==> config.mk <==
export PLATFORM = sky130hd
export DESIGN_NAME = morse_playback_sequencer
export DESIGN_NICKNAME = d
export VERILOG_FILES = /design/src/rtl/morse_playback_sequencer.sv
export SDC_FILE = /design/constraint.sdc
export NUM_CORES = 1
export LEC_CHECK = 0
export ABC_AREA = 1
export CAP_MARGIN = 25
export CORE_ASPECT_RATIO = 0.75
export CORE_MARGIN = 10
export CORE_UTILIZATION = 63
export CTS_BUF_LIST = sky130_fd_sc_hd__clkbuf_8
export DETAILED_ROUTE_END_ITERATION = 8
export GPL_TIMING_DRIVEN = 0
export PLACE_DENSITY_LB_ADDON = 0.3
export SYNTH_ARGS = -nofsm -noshare
export SYNTH_HDL_FRONTEND = slang
export SYNTH_SLANG_ARGS = --single-unit
==> constraint.sdc <==
create_clock -name clk_i -period 4.35 [get_ports clk_i]
set_input_delay 0.435 -clock clk_i [delete_from_list [all_inputs] [get_ports clk_i]]
set_output_delay 0.435 -clock clk_i [all_outputs]
set_load 0.05 [all_outputs]
==> src/rtl/morse_playback_sequencer.sv <==
// morse_playback_sequencer
//
// Plays a stored message of up to MAX_CHARS Morse characters as timed tone
// on/off intervals. Characters are fetched one at a time by index; each
// character's symbols (dot = 1 unit, dash = 3 units) are played with 1-unit
// gaps between symbols and 3-unit gaps between characters. A zero-length
// character is a word space (4 units of silence).
//
// Ports:
//   clk_i         system clock
//   rst_ni        asynchronous active-low reset
//   start_i       one-cycle pulse; begins playback when idle
//   abort_i       level; returns to idle from any state
//   speed_sel_i   unit = UNIT_CYCLES >> speed_sel (3 behaves as 2); sampled at start
//   char_count_i  characters to play, 0..8 (larger values clamp); sampled at start
//   char_idx_o    index of the character being fetched/played (registered)
//   code_len_i    symbol count for char_idx_o (0 = word space, 6/7 clamp to 5)
//   code_bits_i   symbols MSB-first within code_len_i; 1 = dash, 0 = dot
//   beep_en_o     tone enable (registered)
//   busy_o        playback in progress (registered)
//   done_o        one-cycle pulse on normal completion (registered)
module morse_playback_sequencer #(
  parameter int unsigned UNIT_CYCLES = 10_000_000,
  parameter int unsigned MAX_CHARS   = 8
) (
  input  logic       clk_i,
  input  logic       rst_ni,
  input  logic       start_i,
  input  logic       abort_i,
  input  logic [1:0] speed_sel_i,
  input  logic [3:0] char_count_i,
  output logic [2:0] char_idx_o,
  input  logic [2:0] code_len_i,
  input  logic [4:0] code_bits_i,
  output logic       beep_en_o,
  output logic       busy_o,
  output logic       done_o
);

  localparam int unsigned UnitW    = $clog2(UNIT_CYCLES + 1);
  localparam logic [3:0]  MaxChars = 4'(MAX_CHARS);

  typedef enum logic [2:0] {
    StIdle,
    StFetch,
    StTone,
    StSgap,
    StCgap,
    StWgap,
    StDone
  } state_e;

  state_e           state_q, state_d;
  logic [UnitW-1:0] unit_cnt_q, unit_cnt_d;
  logic [1:0]       units_q, units_d;     // whole units left after the current one
  logic [3:0]       char_cnt_q, char_cnt_d;
  logic [3:0]       count_q, count_d;
  logic [1:0]       shift_q, shift_d;
  logic [2:0]       len_q, len_d;
  logic [4:0]       bits_q, bits_d;
  logic [2:0]       sym_q, sym_d;
  logic             beep_q, busy_q, done_q;

  logic [UnitW-1:0] unit_reload;
  logic [3:0]       count_clamped;
  logic [1:0]       shift_clamped;
  logic [2:0]       len_clamped;
  logic             timed;
  logic             period_end;
  logic             more_syms;
  logic             last_char;
  logic             enter;
  logic [2:0]       tone_pos;
  logic [4:0]       tone_shift;

  assign unit_reload   = UnitW'((UNIT_CYCLES >> shift_q) - 1);
  assign count_clamped = (char_count_i > MaxChars) ? MaxChars : char_count_i;
  assign shift_clamped = (speed_sel_i == 2'b11) ? 2'b10 : speed_sel_i;
  assign len_clamped   = (code_len_i > 3'd5) ? 3'd5 : code_len_i;

  assign timed      = state_q inside {StTone, StSgap, StCgap, StWgap};
  assign period_end = (unit_cnt_q == '0) && (units_q == 2'd0);
  assign more_syms  = ({1'b0, sym_q} + 4'd1) < {1'b0, len_q};
  assign last_char  = (char_cnt_q + 4'd1) == count_q;

  always_comb begin
    state_d    = state_q;
    unit_cnt_d = unit_cnt_q;
    units_d    = units_q;
    char_cnt_d = char_cnt_q;
    count_d    = count_q;
    shift_d    = shift_q;
    len_d      = len_q;
    bits_d     = bits_q;
    sym_d      = sym_q;
    enter      = 1'b0;
    tone_pos   = 3'd0;
    tone_shift = 5'd0;

    // Two-level countdown: unit_cnt ticks cycles within a unit, units counts
    // the remaining whole units, so a state lasts exactly N x unit cycles.
    if (timed && !period_end) begin
      if (unit_cnt_q == '0) begin
        unit_cnt_d = unit_reload;
        units_d    = units_q - 2'd1;
      end else begin
        unit_cnt_d = unit_cnt_q - UnitW'(1);
      end
    end

    unique case (state_q)
      StIdle: begin
        // busy_q stays high for the done cycle; a start there is still "while busy"
        if (start_i && !busy_q) begin
          count_d    = count_clamped;
          shift_d    = shift_clamped;
          char_cnt_d = 4'd0;
          state_d    = (count_clamped == 4'd0) ? StDone : StFetch;
        end
      end
      StFetch: begin
        len_d   = len_clamped;
        bits_d  = code_bits_i;
        sym_d   = 3'd0;
        enter   = 1'b1;
        state_d = (len_clamped == 3'd0) ? StWgap : StTone;
      end
      StTone: begin
        if (period_end) begin
          enter = 1'b1;
          if (more_syms) begin
            state_d = StSgap;
          end else if (last_char) begin
            state_d = StDone;
          end else begin
            state_d = StCgap;
          end
        end
      end
      StSgap: begin
        if (period_end) begin
          enter   = 1'b1;
          sym_d   = sym_q + 3'd1;
          state_d = StTone;
        end
      end
      StCgap: begin
        if (period_end) begin
          char_cnt_d = char_cnt_q + 4'd1;
          state_d    = StFetch;
        end
      end
      StWgap: begin
        if (period_end) begin
          if (last_char) begin
            state_d = StDone;
          end else begin
            char_cnt_d = char_cnt_q + 4'd1;
            state_d    = StFetch;
          end
        end
      end
      StDone: begin
        state_d = StIdle;
      end
      default: begin
        state_d = StIdle;
      end
    endcase

    // Symbol i of the upcoming tone lives at bit (len - 1 - i).
    tone_pos   = len_d - sym_d - 3'd1;
    tone_shift = bits_d >> tone_pos;

    if (enter) begin
      unit_cnt_d = unit_reload;
      unique case (state_d)
        StTone:  units_d = tone_shift[0] ? 2'd2 : 2'd0;
        StCgap:  units_d = 2'd2;
        StWgap:  units_d = 2'd3;
        default: units_d = 2'd0;
      endcase
    end

    if (abort_i) begin
      state_d = StIdle;
    end
  end

  // beep/done are registered from the current state, so they trail the state by
  // one cycle; busy covers both the state span and that trailing done cycle.
  always_ff @(posedge clk_i or negedge rst_ni) begin
    if (!rst_ni) begin
      state_q    <= StIdle;
      unit_cnt_q <= '0;
      units_q    <= 2'd0;
      char_cnt_q <= 4'd0;
      count_q    <= 4'd0;
      shift_q    <= 2'd0;
      len_q      <= 3'd0;
      bits_q     <= 5'd0;
      sym_q      <= 3'd0;
      beep_q     <= 1'b0;
      busy_q     <= 1'b0;
      done_q     <= 1'b0;
    end else begin
      state_q    <= state_d;
      unit_cnt_q <= unit_cnt_d;
      units_q    <= units_d;
      char_cnt_q <= char_cnt_d;
      count_q    <= count_d;
      shift_q    <= shift_d;
      len_q      <= len_d;
      bits_q     <= bits_d;
      sym_q      <= sym_d;
      beep_q     <= !abort_i && (state_q == StTone);
      done_q     <= !abort_i && (state_q == StDone);
      busy_q     <= !abort_i && ((state_d != StIdle) || (state_q == StDone));
    end
  end

  assign char_idx_o = char_cnt_q[2:0];
  assign beep_en_o  = beep_q;
  assign busy_o     = busy_q;
  assign done_o     = done_q;

endmodule

* Word level (Yosys, flattened, before mapping)
Index checks and enable logic that the tools add are counted.
** Word-level totals
- Bits of input ports :: 18
- Register bits :: 53
- Word-level logic and storage cells :: 98
- Output and inout bits :: 6
** Cells by class
- Mux-type cells :: 34
- Reductions and logical operators :: 24
- Shift operators :: 2
- Magnitude comparators :: 3
- $add $sub $neg :: 8
- Equal/unequal tests :: 15
** Operator list (count)
- $mux W24 :: 3
- $sub A24 B1 Y24 const B :: 2
- $mux W3 :: 13
- $logic_not A24 Y1 :: 1
- $shr A24 B2 Y24 const A :: 1
- $mux W4 :: 5
- $pmux W3 S6 :: 1
- $eq A3 B3 Y1 const B :: 5
- $mux W2 :: 6
- $pmux W4 S3 :: 1
- $eq A3 B2 Y1 const B :: 3
- $ne A2 B2 Y1 const B :: 4
- $logic_and A1 B1 Y1 :: 6
- $logic_not A3 Y1 :: 2
- $pmux W2 S3 :: 1
- $pmux W3 S2 :: 1
- $reduce_bool A3 Y1 :: 2
- $mux W5 :: 1
- $reduce_and A5 Y1 :: 1
- $shr A5 B3 Y1 :: 1
- $add A3 B1 Y4 const B :: 1
- $add A4 B1 Y4 const B :: 1
- $eq A4 B4 Y1 :: 1
- $gt A4 B4 Y1 const B :: 1
- 18 further kinds :: 22

* Longest topological paths before layout
Gate-level depths: netlist of run 1.
- Word-level depth :: 10
- Mapped depth :: 19
- Depth with buffers taken out :: 19

* Worst setup path after synthesis of run 1
OpenSTA, ideal clock, no wires.
- Kind :: register -> register
- Start point :: reg unit_cnt_q[0]
- End point :: reg units_q[1]
- Clock period less this slack :: 2549 ps
- Path buffers :: 0
- Arrival time :: 2484 ps
- Required time :: 4285 ps
- Stages on the path, launching flop included :: 19
- Library setup time :: 65 ps
- Path slack :: 1801 ps
- Cells stage by stage :: dfrtp_1 -> inv_1 -> ha_1 -> nand2_1 -> nor2_2 -> nand4_1 -> o21bai_1 -> nand3_1 -> ha_1 -> fa_1 -> xor2_1 -> inv_1 -> nand3_1 -> nand2_1 -> nand2_1 -> nand2_1 -> o21bai_1 -> nand2_1 -> nand2_1
** Between the ends
- Cells in the longest elaborated chain, start to end :: 10
- Elaborated cells between the ends (all ways) :: 25
- Those cells by class :: 2 x add/sub; 3 x eq/ne; 1 x shift; 12 x mux; 7 x reduce/logical
** RTL lines
- from (decl) :: RTL line 54 : logic [UnitW-1:0] unit_cnt_q, unit_cnt_d;
- from (signal assigned) :: RTL line 208 : unit_cnt_q <= unit_cnt_d;
- $logic_not A24 Y1 * :: RTL line 82, 103
- $logic_and A1 B1 Y1 :: RTL line 82 : assign period_end = (unit_cnt_q == '0) && (units_q == 2'd0);
- $mux W3 :: RTL line 141 : if (period_end) begin
- $pmux W3 S2 :: RTL line 111 : unique case (state_q)
- $sub A3 B3 Y3 :: RTL line 172 : tone_pos = len_d - sym_d - 3'd1;
- $sub A3 B1 Y3 :: RTL line 172
- $shr A5 B3 Y1 :: RTL line 173 : tone_shift = bits_d >> tone_pos;
- $mux W2 :: RTL line 178 : StTone: units_d = tone_shift[0] ? 2'd2 : 2'd0;
- $pmux W2 S3 :: RTL line 177 : unique case (state_d)
- $mux W2 :: RTL line 175 : if (enter) begin
- to (signal assigned) :: RTL line 209 : units_q <= units_d;
- to (decl) :: RTL line 55 : logic [1:0] units_q, units_d;
Mark *: on every way between the ends. The rest lies on a longest branch, timed or not.
A chain may end at the register's enable or synchronous reset.

* Final worst setup path of run 1
- Start point :: reg unit_cnt_q[0]
- End point :: reg units_q[1]
** Between the ends
- Cells in the longest elaborated chain, start to end :: 10
- Elaborated cells between the ends (all ways) :: 25
- Those cells by class :: 2 x add/sub; 3 x eq/ne; 1 x shift; 12 x mux; 7 x reduce/logical
** RTL lines
- $logic_not A24 Y1 :: RTL line 82
- $logic_and A1 B1 Y1 :: RTL line 82
- $mux W3 :: RTL line 141
- $pmux W3 S2 :: RTL line 111
- named net sym_d[1] :: RTL line 61 : logic [2:0] sym_q, sym_d;
- $sub A3 B3 Y3 :: RTL line 172
- $sub A3 B1 Y3 :: RTL line 172
- $shr A5 B3 Y1 :: RTL line 173
- $mux W2 :: RTL line 178
- $pmux W2 S3 :: RTL line 177
- $mux W2 :: RTL line 175
The timed path passes the listed nets, and every way through them passes these cells.

==> impl_results.md, run 1 <==
* Crit Path Max Fanout at 6
* Logic pwr share at 46.1%
* Post-CTS Setup Bufs at 0
* Total global-route track usage at 20.0%
* Flop2flop setup slack at 1.25 ns
* WP buf/inv at 3
* Area Overhead vs Synth at 12.8%
* Share of layout cells above drive strength 1 at 8.59%
* Post-synthesis adder-cell area fraction at 5.82%
* Outcome: finished clean
* Setup Skew at 0.00665 ns
* FMAX at 323 MHz
* Vias in the first global route at 3,327
* PwrDens at 554 mW/mm^2
* Mapped Nets at 526
* Synth area leaders: dfrtp_1 37%, nand2_1 11%, inv_1 7.0%
* Sw power at 0.000982 W
* Post-Synth XOR/XNOR Area at 3.68%
* Cell taking the most area after synthesis: dfrtp_1
* Reg-to-Reg End: units_q[1]
* Hold_buf cts at 0
* Starting Density at 66.0%
* Placed cell count at 591
* Max Slew Vio Count at 0
* Num CTS Buffers at 5
* Post-route minimum period at 3.10 ns
* Reg power frac at 38.2%
* Drt wl/cell at 14.8 um
* Die ar. at 0.00911 mm^2
* Main combinational cell family by area after synthesis: simple AND/OR/NAND/NOR gates
* Slew HR at 56.2%
* Total core area at 0.00541 mm^2
* Setup Viol. Count Final at 0
* Post-synth cell types at 39
* 1st-iter DRT viols at 264
* Worst-skew pair later-pin latency at 0.31 ns
* Register bit count reported by yosys at 53
* Crit path launch: unit_cnt_q[0]
* Worst Setup End Kind: register
* Final #Nets at 557
* # resized after CTS at 0
* Critical Path RT at 4.60 ns
* CTS clk-pin slew, worst paths at 0.10 ns
* First-pass GRT wire length at 15.3 mm
* Largest net degree at the start of global routing at 29
* Via/cell ratio at 5.68
* CP delay by family, top: simple AND/OR/NAND/NOR gates
* RSZ-0062 raised after global routing: false
* Fin Setup TNS at 0 ns
* Post-Route WL at 8.89 mm
* First-pass iteration count of the detailed router at 5
* HP Class: in -> async
* Final Instance Count excl. Fillers at 599
* Maximum clock path buffer count at 2
* Compound-Gate Fraction of Synth Area at 13.4%
* Fillers at 449
* Yosys warns at 0
* Initial antenna violation count at 0
* Pleak at 1.95 nW
* Part of the power in the clock network at 15.8%
* Worst VDD drop at 0.331 mV
* Sequential share of the synthesized area at 37.2%
* Row count at 23
* Critical path's largest stage delay at 0.41 ns
* Final hold vios at 0
* CTS H-tree lvls at 2
* DP HPWL at 6.77 mm
* Syn_area_per_cell at 7.25 um^2
* GPL Wtd Cong at 0.953
* Post-Synth Simple-Gate Area at 30.2%
* DRC Markers at 0
* Top-area cell type share of the netlist area at 37.2%
* Mux contribution to synthesized area at 0%
* Antenna cells at 0
* Top cell types by occurrence after synthesis: 107 x nand2_1, 67 x inv_1, 62 x nor2_1
* WS Path Type: reg -> reg
* CP max stage cell: fa_1
* Final core utilization at 74.4%
* Ys flop type: dfrtp_1
* Antenna Violating Nets Remaining at 0
* Clk root buf: clkbuf_8
* Critical path depth at 19
* Critical Path AT at 3.35 ns
* Synth Instances at 492
* Die Ht at 85.2 um
* Internal at 0.00125 W
* Post-Syn Area at 0.00357 mm^2
* Depth of the worst register-to-register path at 19
* Async S/R FF share, synth at 100%
* Critical path startpoint category: register
* PortBufs at 23
* Most frequent CP cell: nand2_1
* Worst Tran Pin Value at 0.652 ns
* Total of max-cap violations at 0
* I/O Pins at 24
* Sink Count at 53
* Post-synth EDFFs at 0
* CP endpoint: units_q[1]
* Via Count at 3,402
* Switching part of the total at 44.1%
* DIE WIDTH at 107 um
* Critical-path cell list: inv_1 > ha_1 > nand2_1 > nor2_1 > nand4_1 > nand2_1 > o211ai_1 > o21ai_0 > inv_1 > fa_1 > xor2_1 > inv_1 > nand3_1 > nand2_1 > nand2_1 > nand2_1 > o21bai_1 > nand2_1 > nand2_1
* Overflow left after global routing at 0
* CTS tree: done
* Final period utilization at 71.2%
* Top-count cell post-synth: nand2_1
* Reg2reg start: unit_cnt_q[0]
[routing by layer]
layer	global-route usage [%]	up-vias	routed length (um)
met3	4.83	16	759
met2	31.3	143	3960
met1	27.1	1594	4080
li1	-	1649	-
met5	0	-	0
met4	5.15	0	90
[power groups by stage]
stage	combinational [W]	clock (W)	sequential, W
3_3_place_gp	0.000972	0	0.000844
2_1_floorplan	0.000766	0	0.000818
5_1_grt	0.00116	0.000369	0.000875
4_1_cts	0.00102	0.000353	0.000844
6_report	0.00103	0.000352	0.000850
3_5_place_dp	0.00102	0	0.000851
[final cells by class]
class | instances | area, um^2 | area share [%]
sequential | 53 | 1330 | 33.0
clock inverter | 2 | 33.8 | 0.840
tap | 75 | 93.8 | 2.33
inverter | 73 | 274 | 6.81
multi-input combinational | 355 | 1890 | 47.1
clock buffer | 6 | 82.6 | 2.05
timing repair buffer | 24 | 245 | 6.09
buffer | 11 | 73.8 | 1.83
[kinds of logic (layout without fill, tap and decap cells)]
group / Yosys count / count (layout)
and+or+nand+nor: 241 / 241
buffers and inverters: 84 / 116
AOI/OAI and AO/OA: 83 / 83
DFF: 53 / 53
adders and majority gates: 16 / 16
xor gates and xnor gates: 15 / 15
[sequential cells by signal (all words and copies together) (netlist names), 2 cells and up]
signal / count
unit_cnt_q: 24
bits_q: 5
char_cnt_q: 4
count_q: 4
len_q: 3
state_q: 3
sym_q: 3
shift_q: 2
units_q: 2
[cell usage in the layout (no fill, tap or decap), types with 3 or more instances in the layout]
cell | Yosys | final
a21oi_1 | 28 | 28
xor2_1 | 12 | 12
nor4_1 | 3 | 3
nand2_1 | 107 | 107
o21ai_1 | 7 | 7
clkbuf_8 | 0 | 6
o21ai_2 | 3 | 3
buf_4 | 5 | 5
inv_2 | 6 | 6
nand3_1 | 30 | 30
nor2_2 | 6 | 6
inv_1 | 67 | 68
o22ai_1 | 4 | 4
nand4_1 | 9 | 9
o21ai_0 | 25 | 25
buf_2 | 5 | 6
nor2_1 | 62 | 62
ha_1 | 15 | 15
o211ai_1 | 3 | 3
xnor2_1 | 3 | 3
nand3b_1 | 4 | 4
clkdlybuf4s50_1 | 0 | 22
nor2_4 | 3 | 3
nor3_1 | 11 | 11
dfrtp_1 | 53 | 53
[metrics by stage]
| stage | hold WS [ns] | power (W) | instance area [um^2] | setup slack, ns |
|---|---|---|---|---|
| 6_report | 0.133 | 0.00223 | 4020 | 1.25 |
| 3_3_place_gp | 0.459 | 0.00182 | 3890 | 1.20 |
| 3_5_place_dp | 0.462 | 0.00187 | 3910 | 1.33 |
| 4_1_cts | 0.154 | 0.00222 | 4020 | 1.32 |
| 5_1_grt | 0.173 | 0.00241 | 4020 | 0.953 |
| 2_1_floorplan | 0.139 | 0.00158 | 3570 | 1.80 |
[how the worst min path moves through the flow]
stage | end | cells after the start | startpoint
detailed placement | bits_q[1] | 2 | bits_q[1]
global placement | bits_q[1] | 2 | bits_q[1]
CTS | unit_cnt_q[23] | 1 | rst_ni
global route | unit_cnt_q[15] | 1 | rst_ni
floorplan | beep_en_o | 0 | rst_ni
finish | unit_cnt_q[15] | 1 | rst_ni
Power figures use the tool's default switching activity.
==> inputs of run 2 (changes only) <==
--- a/config.mk
+++ b/config.mk
@@ -9,7 +9,7 @@
 export CAP_MARGIN = 25
 export CORE_ASPECT_RATIO = 0.75
 export CORE_MARGIN = 10
-export CORE_UTILIZATION = 63
+export CORE_UTILIZATION = 62
 export CTS_BUF_LIST = sky130_fd_sc_hd__clkbuf_8
 export DETAILED_ROUTE_END_ITERATION = 8
 export GPL_TIMING_DRIVEN = 0
==> constraint.sdc (replaced) <==
create_clock -name clk_i -period 3.17 [get_ports clk_i]
set_input_delay 0.317 -clock clk_i [delete_from_list [all_inputs] [get_ports clk_i]]
set_output_delay 0.317 -clock clk_i [all_outputs]
set_load 0.05 [all_outputs]
==> run 2 against run 1 <==
Compared with the run above:
- the run now ends with negative hold slack left
- critical path type unchanged
- clock skew fell by 0.0033 ns
- global-route usage shrank 0.83 points
- largest cell class unchanged
- fmax grew 6.3%
- sequential cell count is the same
- clock-buffer cell count stayed put
==> impl_results.md, run 2 (same netlist as run 1, synthesis figures left out) <==
* Outcome: finished, violations left
* Failing checks: negative hold slack
* Commonest non-fill, non-tap cell in the layout: nand2_1
* Clk root buf: clkbuf_8
* Commonest cells after routing, fill and taps aside: 106 x nand2_1, 68 x inv_1, 62 x nor2_1
* HP Class: in -> async
* 1st-iter DRT viols at 330 (+25%)
* PwrDens at 754 mW/mm^2 (+36%)
* Total global-route track usage at 19.2% (-0.83 points)
* Final WS setup at 0.257 ns (-0.998 ns)
* Post-Route WL at 8.56 mm (-3.7%)
* Area Overhead vs Synth at 13.2%
* Worst Setup End Kind: register
* Setup Skew at 0.00339 ns (-0.00326 ns)
* Worst-skew pair later-pin latency at 0.31 ns (about the same)
* Initial antenna violation count at 0 (unchanged)
* DP HPWL at 6.44 mm (-5.0%)
* Pre-CTS WS at 0.195 ns (-1.14 ns)
* PortBufs at 23 (unchanged)
* Die ar. at 0.00922 mm^2 (+1.3%)
* Hold_buf cts at 0 (unchanged)
* First-pass iteration count of the detailed router at 7 (+2)
* Top reg by flops: unit_cnt_q
* Final #Nets at 558 (+0.18%)
* Min Hold Slack at -0.00904 ns (-0.142 ns)
* Die Ht at 85.7 um (+0.62%)
* DRC Markers at 0 (unchanged)
* I/O Pins at 24 (unchanged)
* Final period utilization at 91.9% (+21 points)
* Worst VDD drop at 0.385 mV (+16%)
* Via Count at 3,353 (-1.4%)
* WS Path Type: reg -> reg
* Row count at 23 (unchanged)
* Share of layout cells above drive strength 1 at 8.95% (+0.36 points)
* Fillers at 420 (-6.5%)
* Starting Density at 65.3% (-0.69 points)
* Critical Path RT at 3.43 ns (-1.17 ns)
* Vias in the first global route at 3,239 (-2.6%)
* Via/cell ratio at 5.59 (-1.6%)
* Antenna Violating Nets Remaining at 0 (unchanged)
* Critical Path AT at 3.17 ns (-0.18 ns)
* Final hold vios at 17 (+17)
* Num CTS Buffers at 5 (unchanged)
* Busiest grt layer: met2
* RSZ-0062 raised after global routing: false
* Slew HR at 55.2% (-0.92 points)
* Fin Setup TNS at 0 ns (unchanged)
* Pleak at 1.96 nW (+0.27%)
* Met3 Usage GRT at 4.93% (+0.099 points)
* Largest regs: unit_cnt_q x24, bits_q x5
* Max reg flops at 24 (unchanged)
* Setup Viol. Count Final at 0 (unchanged)
* Final Instance Count excl. Fillers at 600 (+0.17%)
* Met1 Use GR at 25.9% (-1.2 points)
* FMAX at 343 MHz (+6.3%)
* CTS tree: done
* Antenna cells at 0 (unchanged)
* Max Slew Vio Count at 0 (unchanged)
* Total Power at 0.00305 W (+37%)
* Sink Count at 53 (unchanged)
* Maximum clock path buffer count at 2 (unchanged)
* Placed cell count at 591 (unchanged)
* Post-route minimum period at 2.91 ns (-0.182 ns)
* Met2 Use GR at 29.4% (-1.9 points)
* GPL Wtd Cong at 0.994 (+4.3%)
* Total of max-cap violations at 0 (unchanged)
* Worst Tran Pin Value at 0.666 ns (+0.0137 ns)
* Overflow left after global routing at 0 (unchanged)
* Crit Path Max Fanout at 6 (unchanged)
* Drt wl/cell at 14.3 um (-3.9%)
* DIE WIDTH at 108 um (+0.65%)
* First-pass GRT wire length at 14.8 mm (-3.2%)
* Total core area at 0.00547 mm^2 (+1.1%)
* Final core utilization at 73.9% (-0.51 points)
* CTS H-tree lvls at 2 (unchanged)
* Critical path startpoint category: register
* Largest net degree at the start of global routing at 29 (unchanged)
* CTS clk-pin slew, worst paths at 0.10 ns (about the same)
## run 2: power by group
part / leakage, nW / switching (W) / internal [W]
Combinational: 1.25 / 0.000877 / 0.000528
Sequential: 0.645 / 0.000231 / 0.000927
Clock: 0.0626 / 0.000229 / 0.000255
## run 2: worst paths after layout
kind	startpoint	cells past startpoint	to	slack, ns
worst max-delay path	unit_cnt_q[0]	18	units_q[1]	0.26
worst min-delay path	rst_ni	1	unit_cnt_q[14]	-0.009
worst max register to register	unit_cnt_q[0]	18	units_q[1]	0.26
worst min register to register	bits_q[4]	2	bits_q[4]	0.49
max in group asynchronous	rst_ni	2	shift_q[1]	2.62
min in group clk_i	bits_q[4]	2	bits_q[4]	0.49
## run 2: area by class of cell
cell class	instances	area (um^2)	area share (%)
well taps	75	93.8	2.32
flip-flops and latches	53	1330	32.8
repair buffers	25	253	6.26
inverters	73	274	6.78
plain buffers	11	73.8	1.83
clock inverters	2	33.8	0.836
multi-input cells	355	1900	47.1
clock buffers	6	82.6	2.04
## run 2: stage by stage
stage	hold slack, ns	cell area [um^2]
after floorplan	0.0214	3570
after global placement	0.465	3890
after detailed placement	0.352	3910
after CTS	0.0149	4020
after global routing	0.0361	4040
final	-0.00904	4040
## run 2: what timing repair did
| item | 4_1_cts | 5_1_grt |
|---|---|---|
| setup endpoints to repair | 0 | 1 |
| buffers inserted | 0 | 1 |
| gates resized for setup | 0 | 2 |
## run 2: metal layers
metal	part of all wire, %	up-vias
li1	-	1652
met1	46	1543
met2	44	142
met3	8.9	16
met4	1.3	0
met5	0	-
## run 2: worst max-delay path: stages, from the launching register on
cell and delay [ns]:
dfrtp_1 0.39, inv_1 0.11, ha_1 0.20, nand2_2 0.13, nor2_4 0.17, nand4_1 0.19
o21bai_1 0.17, nand3_1 0.11, ha_1 0.21, fa_1 0.38, xor2_1 0.21, inv_1 0.06
nand3_1 0.10, nand2_1 0.06, nand2_1 0.05, nand2_1 0.07, o21bai_1 0.14, nand2_1 0.06
nand2_1 0.06
==> inputs of run 3 (changes only) <==
--- a/config.mk
+++ b/config.mk
@@ -8,12 +8,12 @@
 export ABC_AREA = 1
 export CAP_MARGIN = 25
 export CORE_ASPECT_RATIO = 0.75
-export CORE_MARGIN = 10
+export CORE_MARGIN = 2
 export CORE_UTILIZATION = 62
 export CTS_BUF_LIST = sky130_fd_sc_hd__clkbuf_8
 export DETAILED_ROUTE_END_ITERATION = 8
-export GPL_TIMING_DRIVEN = 0
 export PLACE_DENSITY_LB_ADDON = 0.3
+export REMOVE_ABC_BUFFERS = 1
 export SYNTH_ARGS = -nofsm -noshare
 export SYNTH_HDL_FRONTEND = slang
 export SYNTH_SLANG_ARGS = --single-unit
==> run 3 against run 2 <==
Compared with the run above:
- the flow still finishes with violations (negative hold slack)
- wire length is 2.7% higher
- worst hold slack got worse by 0.0025 ns
- utilization fell by 1.4 points
- design area decreased by 2.4%
- worst setup slack worse by 0.024 ns
- non-clock buffer count decreased by 8
- clock power down 19%
- sequential share of layout area up 0.82 points
- critical path depth is 1 higher
- critical endpoint unchanged
- largest cell class unchanged
- highest routed layer unchanged
==> impl_results.md, run 3 (same netlist as run 1, synthesis figures left out) <==
* Outcome: finished, violations left
* Worst Setup End Kind: register
* Total of max-cap violations at 0 (unchanged)
* Max Slew Vio Count at 0 (unchanged)
* Die ar. at 0.00638 mm^2 (-31%)
* DRC Markers at 0 (unchanged)
* RSZ-0062 raised after global routing: false
* Final #Nets at 550 (-1.4%)
* Post-route minimum period at 2.94 ns (+0.0242 ns)
* Crit Path Max Fanout at 6 (unchanged)
* Worst-skew pair later-pin latency at 0.31 ns (about the same)
* Top reg by flops: unit_cnt_q
* Post-Route WL at 8.79 mm (+2.7%)
* Setup Viol. Count Final at 0 (unchanged)
* Final period utilization at 92.7% (+0.76 points)
* Pleak at 1.90 nW (-2.9%)
* Worst VDD drop at 0.521 mV (+36%)
* CTS clk-pin slew, worst paths at 0.10 ns (about the same)
* Via Count at 3,400 (+1.4%)
* Dpl cell area at 0.00384 mm^2 (-1.8%)
* Share of layout cells above drive strength 1 at 7.36% (-1.6 points)
* Total Power at 0.00296 W (-2.7%)
* First-pass GRT wire length at 15.1 mm (+2.2%)
* Setup Skew at 0.0104 ns (+0.00701 ns)
* Area Overhead vs Synth at 10.4%
* PortBufs at 23 (unchanged)
* Failing checks: negative hold slack
* Row count at 23 (unchanged)
* Clk root buf: clkbuf_8
* Fillers at 440 (+4.8%)
* WS Path Type: reg -> reg
* FMAX at 340 MHz (-0.82%)
* Die Ht at 69.7 um (-19%)
* Commonest non-fill, non-tap cell in the layout: nand2_1
* Total core area at 0.00544 mm^2 (-0.53%)
* Antenna cells at 0 (unchanged)
* Antenna Violating Nets Remaining at 0 (unchanged)
* Min Hold Slack at -0.0116 ns (-0.00252 ns)
* CTS H-tree lvls at 2 (unchanged)
* Critical Path RT at 3.42 ns (about the same)
* Drt wl/cell at 14.9 um (+4.3%)
* GPL Wtd Cong at 0.963 (-3.2%)
* Sink Count at 53 (unchanged)
* Initial antenna violation count at 0 (unchanged)
* CTS tree: done
* Final hold vios at 6 (-11)
* Fin Setup TNS at 0 ns (unchanged)
* Largest net degree at the start of global routing at 29 (unchanged)
* Maximum clock path buffer count at 2 (unchanged)
* Via/cell ratio at 5.75 (+2.9%)
* Vias in the first global route at 3,279 (+1.2%)
* First-pass iteration count of the detailed router at 5 (-2)
* Slew HR at 59.8% (+4.5 points)
* Num CTS Buffers at 5 (unchanged)
* Total global-route track usage at 29.5% (+10 points)
* Commonest cells after routing, fill and taps aside: 106 x nand2_1, 68 x inv_1, 62 x nor2_1
* 1st-iter DRT viols at 262 (-21%)
* Overflow left after global routing at 0 (unchanged)
* Critical path startpoint category: register
* Worst Tran Pin Value at 0.598 ns (-0.0677 ns)
* I/O Pins at 24 (unchanged)
* HP Class: in -> async
* PwrDens at 752 mW/mm^2 (-0.27%)
* Post-route cell area at 0.00394 mm^2 (-2.4%)
* Final core utilization at 72.4% (-1.4 points)
* Max reg flops at 24 (unchanged)
* DP HPWL at 6.63 mm (+2.9%)
* DIE WIDTH at 91.6 um (-15%)
* Largest regs: unit_cnt_q x24, bits_q x5
* Critical Path AT at 3.19 ns (+0.02 ns)
* Starting Density at 65.6% (+0.35 points)
-- run 3: repair_timing --
item | 4_1_cts | 5_1_grt
setup buffers | 0 | 2
hold endpoints to repair | 0 | 0
resized for setup | 0 | 1
hold buffers | 0 | 0
setup endpoints to repair | 0 | 1
-- run 3: area by class of cell --
cell class / count / area [um^2] / area share [%]
Timing Repair Buffer: 28 / 263 / 6.67
Clock inverter: 1 / 3.75 / 0.0953
Clock buffer: 6 / 82.6 / 2.10
Multi-Input combinational cell: 355 / 1900 / 48.1
Tap cell: 75 / 93.8 / 2.38
Inverter: 73 / 274 / 6.95
Sequential cell: 53 / 1330 / 33.7
-- run 3: per-layer routing --
layer	vias to the layer above	track usage (%)	part of all wire (%)
met5	-	0	0
met2	170	43.5	43
met1	1578	44.2	47
li1	1636	-	-
met3	16	6.41	9.5
met4	0	6.90	1.3
-- run 3: path summary, 6_finish.rpt --
path                            slack [ns]           from  cells after the start             to
worst max-delay path                  0.23  unit_cnt_q[0]                     19     units_q[1]
worst min register to register        0.49      bits_q[2]                      2      bits_q[2]
worst min-delay path                 -0.01         rst_ni                      1  unit_cnt_q[3]
max in group asynchronous             2.39         rst_ni                      2     state_q[1]
min in group clk_i                    0.49      bits_q[2]                      2      bits_q[2]
worst max register to register        0.23  unit_cnt_q[0]                     19     units_q[1]
-- run 3: metrics by stage --
step | setup slack, ns | std cells
after detailed placement | 0.320 | 582
after global routing | 0.0201 | 591
after floorplan | 0.460 | 481
after CTS | 0.206 | 589
after global placement | 0.479 | 582
final | 0.232 | 591
-- run 3: worst max-delay path, cell delays in order, from the launching register on --
cell,delay (ns)
dfrtp_1,0.39
inv_1,0.11
ha_1,0.20
nand2_2,0.13
nor2_1,0.21
nand4_1,0.22
nand2_1,0.12
o211ai_1,0.09
o21ai_0,0.14
inv_1,0.11
fa_1,0.41
xor2_1,0.21
inv_1,0.07
nand3_1,0.10
nand2_1,0.06
nand2_1,0.05
nand2_1,0.04
o21bai_1,0.11
nand2_1,0.06
nand2_1,0.05
-- run 3: power by group --
| part | total (W) | switching [W] | internal, W |
|---|---|---|---|
| registers | 0.00117 | 0.000241 | 0.000927 |
| clock network | 0.000392 | 0.000222 | 0.000171 |
| logic | 0.00140 | 0.000899 | 0.000506 |
